File: config.mk
export PLATFORM = sky130hd
export DESIGN_NAME = nibble_serial_adder
export DESIGN_NICKNAME = d
export VERILOG_FILES = /design/src/rtl/nibble_serial_adder.sv
export SDC_FILE = /design/constraint.sdc
export NUM_CORES = 1
export LEC_CHECK = 0
export BUFFER_PORTS_ARGS = -buffer_cell sky130_fd_sc_hd__buf_2
export CELL_PAD_IN_SITES_DETAIL_PLACEMENT = 2
export CELL_PAD_IN_SITES_GLOBAL_PLACEMENT = 2
export CORE_MARGIN = 2
export CORE_UTILIZATION = 30
export CTS_CLUSTER_SIZE = 40
export DETAILED_ROUTE_END_ITERATION = 10
export GPL_TIMING_DRIVEN = 0
export PLACE_DENSITY = 0.73
export SKIP_CTS_REPAIR_TIMING = 1
export SLEW_MARGIN = 20
export SYNTH_ARGS = -nofsm -noshare
export SYNTH_HDL_FRONTEND = slang
export SYNTH_SLANG_ARGS = --single-unit
File: constraint.sdc
create_clock -name clk -period 5.8 [get_ports clk]
set_input_delay 1.16 -clock clk [delete_from_list [all_inputs] [get_ports clk]]
set_output_delay 1.16 -clock clk [all_outputs]
set_load 0.05 [all_outputs]
File: src/rtl/nibble_serial_adder.sv
// nibble_serial_adder: adds two W-bit operands one 4-bit nibble per clock, LSB nibble first.
// Ports: clk, rst_n (async active-low); in_valid/in_ready accept a, b, carry_in;
// out_valid/out_ready hand off sum, carry_out, overflow.
// Macro NIBBLE_SERIAL_ADDER_OVERFLOW_EN compiles in the signed overflow detector;
// without it overflow is tied to 0.
module nibble_serial_adder #(
  parameter int NIBBLES = 4
) (
  input  logic                 clk,
  input  logic                 rst_n,
  input  logic                 in_valid,
  output logic                 in_ready,
  input  logic [4*NIBBLES-1:0] a,
  input  logic [4*NIBBLES-1:0] b,
  input  logic                 carry_in,
  output logic                 out_valid,
  input  logic                 out_ready,
  output logic [4*NIBBLES-1:0] sum,
  output logic                 carry_out,
  output logic                 overflow
);
  localparam int W  = 4 * NIBBLES;
  localparam int KW = NIBBLES > 1 ? $clog2(NIBBLES) : 1;
  typedef enum logic [1:0] {IDLE, ADD, DONE} state_t;
  state_t state, state_nx;
  logic [W-1:0] a_q, b_q;
  logic c_q;
  logic [KW-1:0] k;
  logic [4:0] nib;
  logic last;
  assign nib       = {1'b0, a_q[4*k +: 4]} + {1'b0, b_q[4*k +: 4]} + {4'd0, c_q};
  assign last      = k == KW'(NIBBLES - 1);
  assign in_ready  = state == IDLE;
  assign out_valid = state == DONE;
  always_ff @(posedge clk or negedge rst_n)
    if (!rst_n) state <= IDLE;
    else        state <= state_nx;
  always_comb begin
    state_nx = state;
    if (state == IDLE && in_valid)       state_nx = ADD;
    else if (state == ADD && last)       state_nx = DONE;
    else if (state == DONE && out_ready) state_nx = IDLE;
  end
  always_ff @(posedge clk or negedge rst_n)
    if (!rst_n) begin
      a_q       <= '0;
      b_q       <= '0;
      c_q       <= 1'b0;
      k         <= '0;
      sum       <= '0;
      carry_out <= 1'b0;
    end else if (in_ready && in_valid) begin
      a_q <= a;
      b_q <= b;
      c_q <= carry_in;
      k   <= '0;
    end else if (state == ADD) begin
      sum[4*k +: 4] <= nib[3:0];
      c_q           <= nib[4];
      k             <= k + 1'b1;
      if (last) carry_out <= nib[4];
    end
`ifdef NIBBLE_SERIAL_ADDER_OVERFLOW_EN
  // low3[3] is the carry into the nibble's MSB; on the top nibble that is bit W-1
  logic [3:0] low3;
  assign low3 = {1'b0, a_q[4*k +: 3]} + {1'b0, b_q[4*k +: 3]} + {3'd0, c_q};
  always_ff @(posedge clk or negedge rst_n)
    if (!rst_n)                   overflow <= 1'b0;
    else if (state == ADD && last) overflow <= low3[3] ^ nib[4];
`else
  assign overflow = 1'b0;
`endif
endmodule

==> flow_metrics.env <==
export IMPL_run_status="complete, no violations"
export IMPL_grt_usage=0.1444
export IMPL_vias_per_cell=4.899
export IMPL_period_minus_slack_ps=3045
export IMPL_cts_tree="done"
export IMPL_finalHoldViolCount=0
export IMPL_nFillCells=894
export IMPL_die_y_um=95.99
export IMPL_synth_top_family_by_area="multiplexers"
export IMPL_htreeDepth=2
export IMPL_maxSlewViolCount=0
export IMPL_first_global_vias=1888
export IMPL_wire_per_inst_um=17.07
export IMPL_synth_mux_area_frac=0.2159
export IMPL_port_buffers=55
export IMPL_cp_required_ps=5980
export IMPL_cts_root_buffer="clkbuf_8"
export IMPL_rows=33
export IMPL_cts_reportedPaths_clkPinSlew_ps=100
export IMPL_synthSimpleGateAreaFrac=0.07836
export IMPL_fin_nets=288
export IMPL_maxCapViolations=0
export IMPL_maxSlewHeadroom=0.5343
export IMPL_cts_inserted_buffers=5
export IMPL_multi_input_area_sq_mm=0.001109
export IMPL_gr_usage_met3=0.03132
export IMPL_initial_core_util=0.3090
export IMPL_dpl_hpwl_um=4501
export IMPL_syn_to_final_growth_pct=19.66
export IMPL_min_path_type="flip-flop to flip-flop"
export IMPL_grt_pass1_wl_um=9929
export IMPL_rsz0062_at_grt="no"
export IMPL_initialDrtViolationCount=56
export IMPL_synth_compound_area_frac=0.08231
export IMPL_core_area_sq_mm=0.008217
export IMPL_synth_fa_ha_area_frac=0.05520
export IMPL_cp_data_arrival_time_ps=3230
export IMPL_die_area_sq_mm=0.009214
export IMPL_final_cells=347
export IMPL_firstDrtPassIters=4
export IMPL_syn_inst=179
export IMPL_use_met2=0.2378
export IMPL_antenna_found_initial=0
export IMPL_peakVddDrop_v=0.0002475
export IMPL_use_met1=0.1915
export IMPL_critPathCaptureType="flip-flop"
export IMPL_cts_sinks=54
export IMPL_synth_avg_cell_area_sq_um=14.18
export IMPL_gp_congestion=0.7009
export IMPL_drive_above_1_share=0.4545
export IMPL_fmax_mhz=328.5
export IMPL_fin_setup_tns_ps=0
export IMPL_die_w_um=95.99
export IMPL_power_density_mw_per_mm2=628.1
export IMPL_dp_cells=339
export IMPL_clockBufferDepth=2
export IMPL_yosysWarnings=0
export IMPL_busiest_layer="met2"
export IMPL_critPathMaxFanout=10
export IMPL_drcViolationCount=0
export IMPL_path_class="flip-flop to flip-flop"
export IMPL_synth_xor_area_share=0.003450
export IMPL_syn_area_sq_mm=0.002539
export IMPL_regArea_sq_mm=0.001351
export IMPL_synth_cell_types=34
export IMPL_io_pins=57
export IMPL_fin_worst_skew_ps=9.461
export IMPL_finalCritPeriodShare=0.5249
export IMPL_setup_violations_final=0
export IMPL_routed_wl_um=5925
export IMPL_worst_pin_slew_ps=698.6
export IMPL_grt_max_degree=55
export IMPL_ys_ff_latch=54
export IMPL_insertion_delay_ps=320
export IMPL_ant_nets=0
export IMPL_crit_path_start_kind="flip-flop"
export IMPL_syn_num_nets=226
export IMPL_p_leak_nw=1.410
export IMPL_synth_seq_area_share=0.5323
export IMPL_fin_hold_ws_ps=490.0
export IMPL_via_count=1700
export IMPL_grt_overflow=0
export IMPL_diodes=0
==> cell families after synthesis <==
group           Yosys count
flops                    54
compound gates           28
other cells               1
buf+inv                  11
fa+ha+maj                10
simple gates             34
mux                      40
xor+xnor                  1
==> worst paths after layout <==
path / startpoint / end / slack (ps) / depth (start not counted)
hold reg to reg: sum[14] / sum[14] / 490 / 2
max in group asynchronous: rst_n / sum[12] / 4450 / 1
setup reg to reg: k[0] / sum[10] / 2760 / 6
min in group asynchronous: rst_n / sum[8] / 870 / 1
hold / removal: sum[14] / sum[14] / 490 / 2
setup / recovery: k[0] / sum[10] / 2760 / 6
==> state kept, by name, summed over array words and instances, names as in the netlist <==
signal     cells
a_q           16
b_q           16
sum           16
k              2
state          2
c_q            1
carry_out      1
==> metal layers <==
layer / vias to the layer above / share of wire / wire length, um
met5: - / 0 / 0
met4: 0 / 0.014 / 84
met3: 8 / 0.045 / 264
met2: 46 / 0.50 / 2974
met1: 873 / 0.44 / 2602
li1: 773 / - / -
==> cell usage after synthesis (all sizes together) <==
| cell | number | area share |
|---|---|---|
| a22o | 8 | 0.028 |
| a21o | 2 | 0.0059 |
| or2 | 4 | 0.0099 |
| nand2 | 12 | 0.018 |
| inv | 3 | 0.0044 |
| o21ai | 4 | 0.0079 |
| ha | 8 | 0.039 |
| a32o | 1 | 0.0039 |
| o31ai | 8 | 0.024 |
| a21oi | 2 | 0.0039 |
| o21bai | 1 | 0.0030 |
| mux2 | 32 | 0.14 |
| buf | 7 | 0.025 |
| clkbuf | 1 | 0.0015 |
| xnor2 | 1 | 0.0035 |
| nor3b | 1 | 0.0074 |
| nor2 | 6 | 0.0089 |
| nand2b | 1 | 0.0025 |
| mux4 | 8 | 0.074 |
| fa | 2 | 0.016 |
| and3b | 1 | 0.0035 |
| a21boi | 1 | 0.0030 |
| nand3 | 1 | 0.0020 |
| dfrtp | 54 | 0.53 |
| o221ai | 1 | 0.0035 |
| conb | 1 | 0.0015 |
| nand3b | 5 | 0.016 |
| or3b | 3 | 0.010 |
==> cell type report <==
class                           instances  share of cell area
Sequential cell                        54              0.4448
Buffer                                  8             0.02224
Clock inverter                          3            0.007002
Inverter                                3            0.003707
Multi-Input combinational cell        114              0.3649
Clock buffer                            5             0.02265
Tap cell                              105             0.04325
Timing Repair Buffer                   55             0.09143
==> critical path, cell delays in order (launching register included) <==
cell and delay, ps:
dfrtp_1 570, buf_4 290, mux4_2 570, fa_1 450, fa_1 420, xnor2_1 460, o31ai_1 150
==> placed cells by master (no fill, tap or decap), drive strengths merged, types with 2 or more instances in the layout <==
cell type | netlist | final
or3b | 3 | 3
inv | 3 | 3
fa | 2 | 2
mux2 | 32 | 32
o31ai | 8 | 8
clkbuf | 1 | 6
a21o | 2 | 2
clkinv | 0 | 2
buf | 7 | 62
mux4 | 8 | 8
or2 | 4 | 4
ha | 8 | 8
dfrtp | 54 | 54
nand3b | 5 | 5
nor2 | 6 | 6
a21oi | 2 | 2
o21ai | 4 | 4
nand2 | 12 | 12
a22o | 8 | 8
==> stage by stage <==
| step | utilization | power (W) | setup slack (ps) | area [sq um] |
|---|---|---|---|---|
| global placement | 0.3585 | 0.001672 | 2832 | 2945 |
| floorplan | - | 0.001401 | 3237 | 2539 |
| detailed placement | 0.3588 | 0.001724 | 2745 | 2948 |
| global route | 0.3697 | 0.002067 | 2592 | 3038 |
| CTS | 0.3697 | 0.001949 | 2722 | 3038 |
| finish | 0.3697 | 0.001908 | 2755 | 3038 |
==> power by group <==
part	switching [W]	internal [W]
clock network	0.000132	0.0000853
logic	0.000619	0.000431
registers	0.0000959	0.000545
(Power assumes the default switching activity.)
